`config.mk`:
```
export PLATFORM = sky130hd
export DESIGN_NAME = l1d_bus_ctrl
export DESIGN_NICKNAME = d
export VERILOG_FILES = /design/src/rtl/l1d_bus_ctrl.sv
export SDC_FILE = /design/constraint.sdc
export NUM_CORES = 1
export LEC_CHECK = 0
export ABC_AREA = 1
export CORE_AREA = 2 2 164 166
export CTS_CLUSTER_SIZE = 25
export DETAILED_ROUTE_END_ITERATION = 16
export DIE_AREA = 0 0 166 168
export PLACE_DENSITY = 0.7
export SYNTH_ARGS = -nofsm -noshare
export SYNTH_HDL_FRONTEND = slang
export SYNTH_SLANG_ARGS = --single-unit
export TNS_END_PERCENT = 5
```
`constraint.sdc`:
```
create_clock -name clk -period 1.6 [get_ports clk]
set_input_delay 0.32 -clock clk [delete_from_list [all_inputs] [get_ports clk]]
set_output_delay 0.32 -clock clk [all_outputs]
set_load 0.02 [all_outputs]
```
`src/rtl/l1d_bus_ctrl.sv`:
```
// L1D miss/writeback bus responder: single reads/writes, line refill and line writeback as 64-bit beats.
// Optional bus watchdog enabled by defining L1_BUS_TIMEOUT_EN.
module l1d_bus_ctrl #(
  parameter int LINE_BEATS     = 1024,
  parameter int TIMEOUT_CYCLES = 256
) (
  input  logic        clk,
  input  logic        rst,
  input  logic        write_through_req,
  input  logic        read_req,
  input  logic        read_line_req,
  input  logic        write_line_req,
  input  logic [3:0]  L1_size,
  input  logic [63:0] pa,
  input  logic [63:0] wt_data,
  output logic [63:0] line_data,
  output logic [10:0] addr_count,
  output logic        line_write,
  output logic        cache_entry_refill,
  output logic        trans_rdy,
  output logic        bus_error,
  output logic        bus_req,
  output logic        bus_we,
  output logic [63:0] bus_addr,
  output logic [63:0] bus_wdata,
  output logic [7:0]  bus_bsel,
  input  logic [63:0] bus_rdata,
  input  logic        bus_ack,
  input  logic        bus_err
);

  localparam int CW   = $clog2(LINE_BEATS);
  localparam int OFFW = CW + 3;
  localparam logic [63:0] OFF_MASK = (64'd1 << OFFW) - 64'd1;

  typedef enum logic [3:0] {
    IDLE, RD_S, WR_S, RL_REQ, RL_WR, WB_FETCH, WB_CAPT, WB_REQ, DONE, ERR
  } state_t;

  state_t      state, state_nxt;
  logic [CW-1:0] count;
  logic [63:0] pa_q, base_q;
  logic [3:0]  size_q;
  logic        refill_q;

  logic accept, count_inc, load_rdata, capt_wdata, wd_expire, last_beat;
  logic [7:0] size_mask, single_bsel;

  assign last_beat  = (count == CW'(LINE_BEATS - 1));
  assign addr_count = 11'(count);

`ifdef L1_BUS_TIMEOUT_EN
  localparam int WDW = $clog2(TIMEOUT_CYCLES + 1);
  logic [WDW-1:0] wd_count;

  // Counts cycles of an outstanding beat; cleared whenever the bus is idle or answers.
  always_ff @(posedge clk) begin
    if (rst || !bus_req || bus_ack || bus_err)
      wd_count <= '0;
    else
      wd_count <= wd_count + 1'b1;
  end

  assign wd_expire = bus_req && !bus_ack && !bus_err &&
                     (wd_count == WDW'(TIMEOUT_CYCLES - 1));
`else
  assign wd_expire = (TIMEOUT_CYCLES < 0);
`endif

  always_comb begin
    case (size_q)
      4'b0001: size_mask = 8'h01;
      4'b0010: size_mask = 8'h03;
      4'b0100: size_mask = 8'h0F;
      4'b1000: size_mask = 8'hFF;
      default: size_mask = 8'h00;
    endcase
    single_bsel = (size_q == 4'b1000) ? 8'hFF : (size_mask << pa_q[2:0]);
  end

  always_ff @(posedge clk) begin
    if (rst) begin
      state     <= IDLE;
      count     <= '0;
      pa_q      <= '0;
      base_q    <= '0;
      size_q    <= '0;
      refill_q  <= 1'b0;
      line_data <= '0;
      bus_wdata <= '0;
    end else begin
      state <= state_nxt;
      if (accept) begin
        pa_q      <= pa;
        size_q    <= L1_size;
        base_q    <= pa & ~OFF_MASK;
        refill_q  <= !write_line_req && read_line_req;
        bus_wdata <= wt_data;
        count     <= '0;
      end else if (count_inc) begin
        count <= count + 1'b1;
      end
      if (load_rdata)
        line_data <= bus_rdata;
      if (capt_wdata)
        bus_wdata <= wt_data;
    end
  end

  // bus_err outranks bus_ack, and the watchdog abort behaves like bus_err.
  always_comb begin
    state_nxt  = state;
    accept     = 1'b0;
    count_inc  = 1'b0;
    load_rdata = 1'b0;
    capt_wdata = 1'b0;
    case (state)
      IDLE: begin
        accept = write_line_req || read_line_req || read_req || write_through_req;
        if (write_line_req)         state_nxt = WB_FETCH;
        else if (read_line_req)     state_nxt = RL_REQ;
        else if (read_req)          state_nxt = RD_S;
        else if (write_through_req) state_nxt = WR_S;
      end
      RD_S: begin
        if (bus_err || wd_expire) state_nxt = ERR;
        else if (bus_ack) begin
          load_rdata = 1'b1;
          state_nxt  = DONE;
        end
      end
      WR_S: begin
        if (bus_err || wd_expire) state_nxt = ERR;
        else if (bus_ack)         state_nxt = DONE;
      end
      RL_REQ: begin
        if (bus_err || wd_expire) state_nxt = ERR;
        else if (bus_ack) begin
          load_rdata = 1'b1;
          state_nxt  = RL_WR;
        end
      end
      RL_WR: begin
        if (last_beat) state_nxt = DONE;
        else begin
          count_inc = 1'b1;
          state_nxt = RL_REQ;
        end
      end
      WB_FETCH: state_nxt = WB_CAPT;
      WB_CAPT: begin
        capt_wdata = 1'b1;
        state_nxt  = WB_REQ;
      end
      WB_REQ: begin
        if (bus_err || wd_expire) state_nxt = ERR;
        else if (bus_ack) begin
          if (last_beat) state_nxt = DONE;
          else begin
            count_inc = 1'b1;
            state_nxt = WB_FETCH;
          end
        end
      end
      DONE:    state_nxt = IDLE;
      ERR:     state_nxt = IDLE;
      default: state_nxt = IDLE;
    endcase
  end

  always_comb begin
    bus_req            = 1'b0;
    bus_we             = 1'b0;
    bus_addr           = '0;
    bus_bsel           = '0;
    line_write         = (state == RL_WR);
    trans_rdy          = (state == DONE);
    cache_entry_refill = (state == DONE) && refill_q;
    bus_error          = (state == ERR);
    case (state)
      RD_S: begin
        bus_req  = 1'b1;
        bus_addr = pa_q;
        bus_bsel = single_bsel;
      end
      WR_S: begin
        bus_req  = 1'b1;
        bus_we   = 1'b1;
        bus_addr = pa_q;
        bus_bsel = single_bsel;
      end
      RL_REQ: begin
        bus_req  = 1'b1;
        bus_addr = base_q + (64'(count) << 3);
        bus_bsel = 8'hFF;
      end
      WB_REQ: begin
        bus_req  = 1'b1;
        bus_we   = 1'b1;
        bus_addr = base_q + (64'(count) << 3);
        bus_bsel = 8'hFF;
      end
      default: ;
    endcase
  end

endmodule
```
Yosys cells after proc, flatten, opt, wreduce, memory -nomap -nowiden. Index checks and enable logic that the tools add are counted.

Register bits after elaboration: 262. Input bits: 204. Output and inout bits: 217. Word-level logic and storage cells: 74.

Add/sub/neg operators: 2. Equal/unequal tests: 18. Shift-type cells: 1. Mux-type cells: 30. Reduce and logical (&&, ||, !) cells: 15.

Operators with widths (count): $mux 64 (2); $pmux 64 s2 (1); $add 64x13->64 (1); $mux 4 (12); $pmux 8 s4 (1); $pmux 4 s7 (1); $eq 4x3->1 const B (5); $pmux 8 s2 (1); $eq 4x2->1 const B (3); $eq 4x4->1 const B (3); $add 10x1->10 const B (1); $eq 10x10->1 const B (1); $mux 1 (10); $reduce_or 2->1 (5); $eq 4x1->1 const B (2); $mux 8 (1); $shl 8x3->8 (1); $ne 3x3->1 const B (2); $ne 5x5->1 const B (1); $logic_not 4->1 (1); $reduce_and 4->1 (1); $reduce_or 4->1 (1); $logic_or 1x1->1 (3); $ne 3x1->1 const B (1); 4 further kinds (5).

Longest topological paths before layout.
Depth in word-level cells: 6. Depth in mapped cells: 10. Depth with buffers taken out: 10.

Worst setup path after synthesis. No wires, ideal clock.

Path type: reg2out. Start: register state[0]. End: output port bus_addr[13]. Arrival: 1.468 ns. Required time: 1.280 ns. Setup slack: -0.188 ns. Stages on the path, launching flop included: 9. Path buffers: 2. Cells stage by stage: dfxtp_1 -> nand2_1 -> inv_1 -> nand2_2 -> nand2_2 -> inv_2 -> buf_6 -> buf_4 -> nor2_1.

Cells in the longest elaborated chain, start to end: 3. Elaborated cells between the ends (all ways): 7. Those cells by class: eq/ne: 4; mux: 1; reduce/logical: 2.

RTL lines: start: declaration (line 40) `state_t state, state_nxt;`; start signal: assignment (line 92) `state <= state_nxt;`; $eq 4x3->1 (tied with other cells) (line 180) `case (state)`; $reduce_or 2->1 (no line); $pmux 64 s2 * (line 180); end: declaration (line 24) `output logic [63:0] bus_addr,`.

Every way passes the cells marked *; elsewhere a longest branch is shown, timed or not.

Final worst setup path.
Start: register size_q[0]. End: output port bus_bsel[5].

Cells in the longest elaborated chain, start to end: 5. Elaborated cells between the ends (all ways): 8. Those cells by class: eq/ne: 4; shift: 1; mux: 3.

RTL lines: start: declaration (line 43) `logic [3:0] size_q;`; start signal: assignment (line 95) `size_q <= L1_size;`; $eq 4x4->1 (tied with other cells) (line 71, 78); $pmux 8 s4 (line 71) `case (size_q)`; $shl 8x3->8 (line 78) `single_bsel = (size_q == 4'b1000) ? 8'hFF : (size_mask << pa_q[2:0]);`; $mux 8 * (line 78); $pmux 8 s2 * (line 180); end: declaration (line 26) `output logic [7:0] bus_bsel,`.

Marks and branches as above.

==> summary.log <==
[floorplanning] DIE AREA 27900 sq um
[place] worst-case setup slack after placement -0.572 ns
[grt] antenna violations before repair 2
[cells_and_area] Filler Cells Inserted 2396
[critical_path] ordered cell list for the critical path inv_4 > nand2_2 > nor2_4 > buf_4 > nor2_4 > inv_1 > nor2_2 > a21oi_2 > buf_4
[power] sequential power share 26.1%
[critical_path] critical path peak fanout 4
[floorplanning] initial standard-cell utilization of the core 32.2%
[cells_and_area] share of cells above drive strength 1 24.2%
[power] total power after layout 30.3 mW
[synth] Mapped Avg Cell Area 7.34 sq um
[sta] final worst clock skew 0.0103 ns
[floorplanning] Die Y 168 um
[floorplanning] I/O pin cnt 421
[place] Cell Count Post-Placement 1954
[synth] post-synthesis cell type count 28
[synth] Synth area leader sky130_fd_sc_hd__dfxtp_1
[sta] Hold Violations, Final 0
[synth] cell area after synthesis 8490 sq um
[critical_path] CP max stage cell sky130_fd_sc_hd__dfxtp_4
[cells_and_area] Finished Cell Area 15200 sq um
[synth] number of nets in the synthesized netlist 1362
[synth] fraction of synthesized cell area taken by the top area cell type 49.8%
[synth] count of yosys warnings during synthesis 0
[clock_tree] cts bufs inserted 24
[clock_tree] clock input transition at the sequential cells of the worst setup and hold paths 0.06 ns
[synth] biggest area contributors in the synthesized netlist sky130_fd_sc_hd__dfxtp_1 50%, sky130_fd_sc_hd__nor2_1 16%, sky130_fd_sc_hd__o21ai_0 8.6%
[clock_tree] count of clock tree sinks 211
[floorplanning] floorplan core area 26400 sq um
[grt] via count of the first global-routing pass 9101
[route] via-per-instance ratio 4.71
[critical_path] endpoint required time on the critical path 1.28 ns
[sta] Final WS setup -0.532 ns
[sta] number of setup violations in the final report 82
[grt] GR Util All Layers 21.9%
[synth] post-synthesis register bit count 211
[grt] total gr overflow 0
[grt] wire length of the first global-routing pass 49300 um
[cells_and_area] top library cells by usage in the layout, fill and taps aside 290 x sky130_fd_sc_hd__nor2_1, 203 x sky130_fd_sc_hd__clkdlybuf4s50_1, 201 x sky130_fd_sc_hd__dfxtp_1, 125 x sky130_fd_sc_hd__buf_4, 123 x sky130_fd_sc_hd__dlygate4sd2_1
[route] routed length per instance 16.1 um
[power] power density over cell area 1990 nW/um^2
[clock_tree] CTS root buffer sky130_fd_sc_hd__clkbuf_16
[cells_and_area] combined flip-flop and latch cell area 4250 sq um
[route] count of unresolved DRC violations after routing 0
[sta] fin crit period 2.13 ns
[run_status] run status finished, violations left
[grt] largest net degree at the start of global routing 68
[place] placed wire-length estimate 23600 um
[cells_and_area] combined area of the multi-input logic cells 4140 sq um
[cells_and_area] most common library cell in the layout ignoring fill and taps sky130_fd_sc_hd__nor2_1
[sta] RSZ-0062 raised after global routing yes
[sta] achievable clock frequency 469 MHz
[clock_tree] maximum count of clock buffers along a single path 3
[power] net switching power of the design 12.8 mW
[cells_and_area] Final Util 57.8%
[cells_and_area] Area Overhead vs Synth 79.3%
[clock_tree] number of H-tree levels 1
[cells_and_area] Final #Nets 1854
[route] count of TritonRoute iterations in the first routing pass 5
[synth] post-synthesis cell count 1157
[cells_and_area] non-filler cells in the finished layout 2007
[power] relative contribution of the clock network to total power 18.4%
[power] switch share 42.2%
[route] Final ANT Viol Nets 0
[critical_path] data arrival time of the critical path 1.81 ns
[critical_path] delay of the slowest cell on the worst path 0.39 ns
[clock_tree] CTS tree done
[synth] proportion of synthesized chip area in sequential cells 49.8%
[power] Max VDD drop 0.00167 V
[power] combinational power share 55.5%
[route] total length of routed wires 32400 um
[power] internal power consumption 17.5 mW
[place] Port Buf Inserts 419
[place] final estimated routing congestion in global placement 0.895
[sta] total count of max-transition violations in the final report 0
[clock_tree] clk_lat worst skew 0.52 ns
[critical_path] startpoint kind of the worst setup timing path flip-flop
[power] leakage power figure 6.66 nW
[critical_path] element type at the critical path end output port
[floorplanning] count of standard-cell rows 60
[route] Detailed Route Iter0 Violations 526
[place] total cell area at the placement stage 13900 sq um
[job] max capacitance violation total 0
[critical_path] crit path kind reg -> out
[sta] Period Utilization, post-route 133%
[hold_path] Hold/Removal Path Class in -> reg
[floorplanning] die span in x 166 um
[route] total number of vias 9457
[run_status] failing checks setup timing
==> power groups by stage <==
| stage | Combinational [mW] | Sequential [mW] | Clock, mW |
|---|---|---|---|
| finish | 16.8 | 7.92 | 5.58 |
| global route | 18.2 | 8.12 | 5.94 |
| CTS | 15.8 | 7.86 | 5.73 |
| detailed placement | 15.0 | 7.96 | 0 |
| global placement | 14.9 | 7.87 | 0 |
| floorplan | 7.46 | 8.86 | 0 |
==> per-stage QoR <==
stage | hold WS (ns) | setup TNS [ns]
6_report | 0.407 | -32.53
5_1_grt | 0.397 | -46.14
4_1_cts | 0.384 | -35.20
3_5_place_dp | 0.447 | -95.83
3_3_place_gp | 0.442 | -90.35
2_1_floorplan | 0.382 | -0.940
==> state kept, by name, summed over array words and instances (netlist names) <==
name       count
bus_wdata     64
line_data     64
pa_q          64
count         10
size_q         4
state          4
refill_q       1
==> Yosys cell counts, drive strengths merged <==
cell / instances
nor2: 360
dfxtp: 211
o21ai: 206
inv: 87
a21oi: 82
nand2: 68
buf: 48
nand3: 40
clkbuf: 26
nand4: 7
xor2: 7
nor3: 6
a32o: 3
clkinv: 1
conb: 1
ha: 1
nor4: 1
o211ai: 1
o22ai: 1
==> cells by family (layout without fill, tap and decap cells) <==
| group | after synthesis | after routing | synth area share (%) |
|---|---|---|---|
| xor+xnor | 7 | 7 | 0.722 |
| compound gates | 293 | 293 | 17.5 |
| buf+inv | 162 | 670 | 8.58 |
| simple gates | 482 | 482 | 23.3 |
| flops | 211 | 211 | 49.8 |
| other cells | 1 | 2 | 0.0442 |
| fa+ha+maj | 1 | 1 | 0.147 |
==> final timing paths <==
path                                                  from                          to  cells past startpoint  slack, ns
worst max-delay path                size_q[0]$_SDFFE_PP0P_                 bus_bsel[5]                      9      -0.53
worst min-delay path                                pa[41]       pa_q[41]$_SDFFE_PP0P_                      3       0.41
worst max register to register       state[3]$_SDFFE_PP0P_   line_data[0]$_SDFFE_PP0P_                     10      -0.01
worst min register to register  line_data[20]$_SDFFE_PP0P_  line_data[20]$_SDFFE_PP0P_                      2       0.46
==> metal layers <==
layer,track usage (%),wire length (um),vias to the layer above
met5,0,13,-
met4,7.11,1050,2
met3,6.11,2700,65
met2,38.3,15900,375
met1,26.0,12800,4311
li1,-,-,4704
==> area by class of cell <==
cell class              count  share of cell area [%]
clock buffers              37                    4.73
diodes                      1                  0.0164
clock inverters             5                   0.551
well taps                 341                    2.80
repair buffers            540                    34.4
flip-flops and latches    211                    27.9
inverters                  88                    2.39
multi-input cells         784                    27.2
==> repair_timing <==
action                     4_1_cts  5_1_grt
resized for setup              648      133
setup buffers                    4        1
setup endpoints to repair      315      270
pin swaps                       22       43
hold buffers                     0        0
gates cloned                     3        2
==> critical path: cells and delay by family, from the launching register on <==
kind            cells  cell delay [ns]
compound gates      1             0.06
simple gates        4             0.42
flops               1             0.39
buf+inv             4             0.43
(Power assumes the default switching activity.)
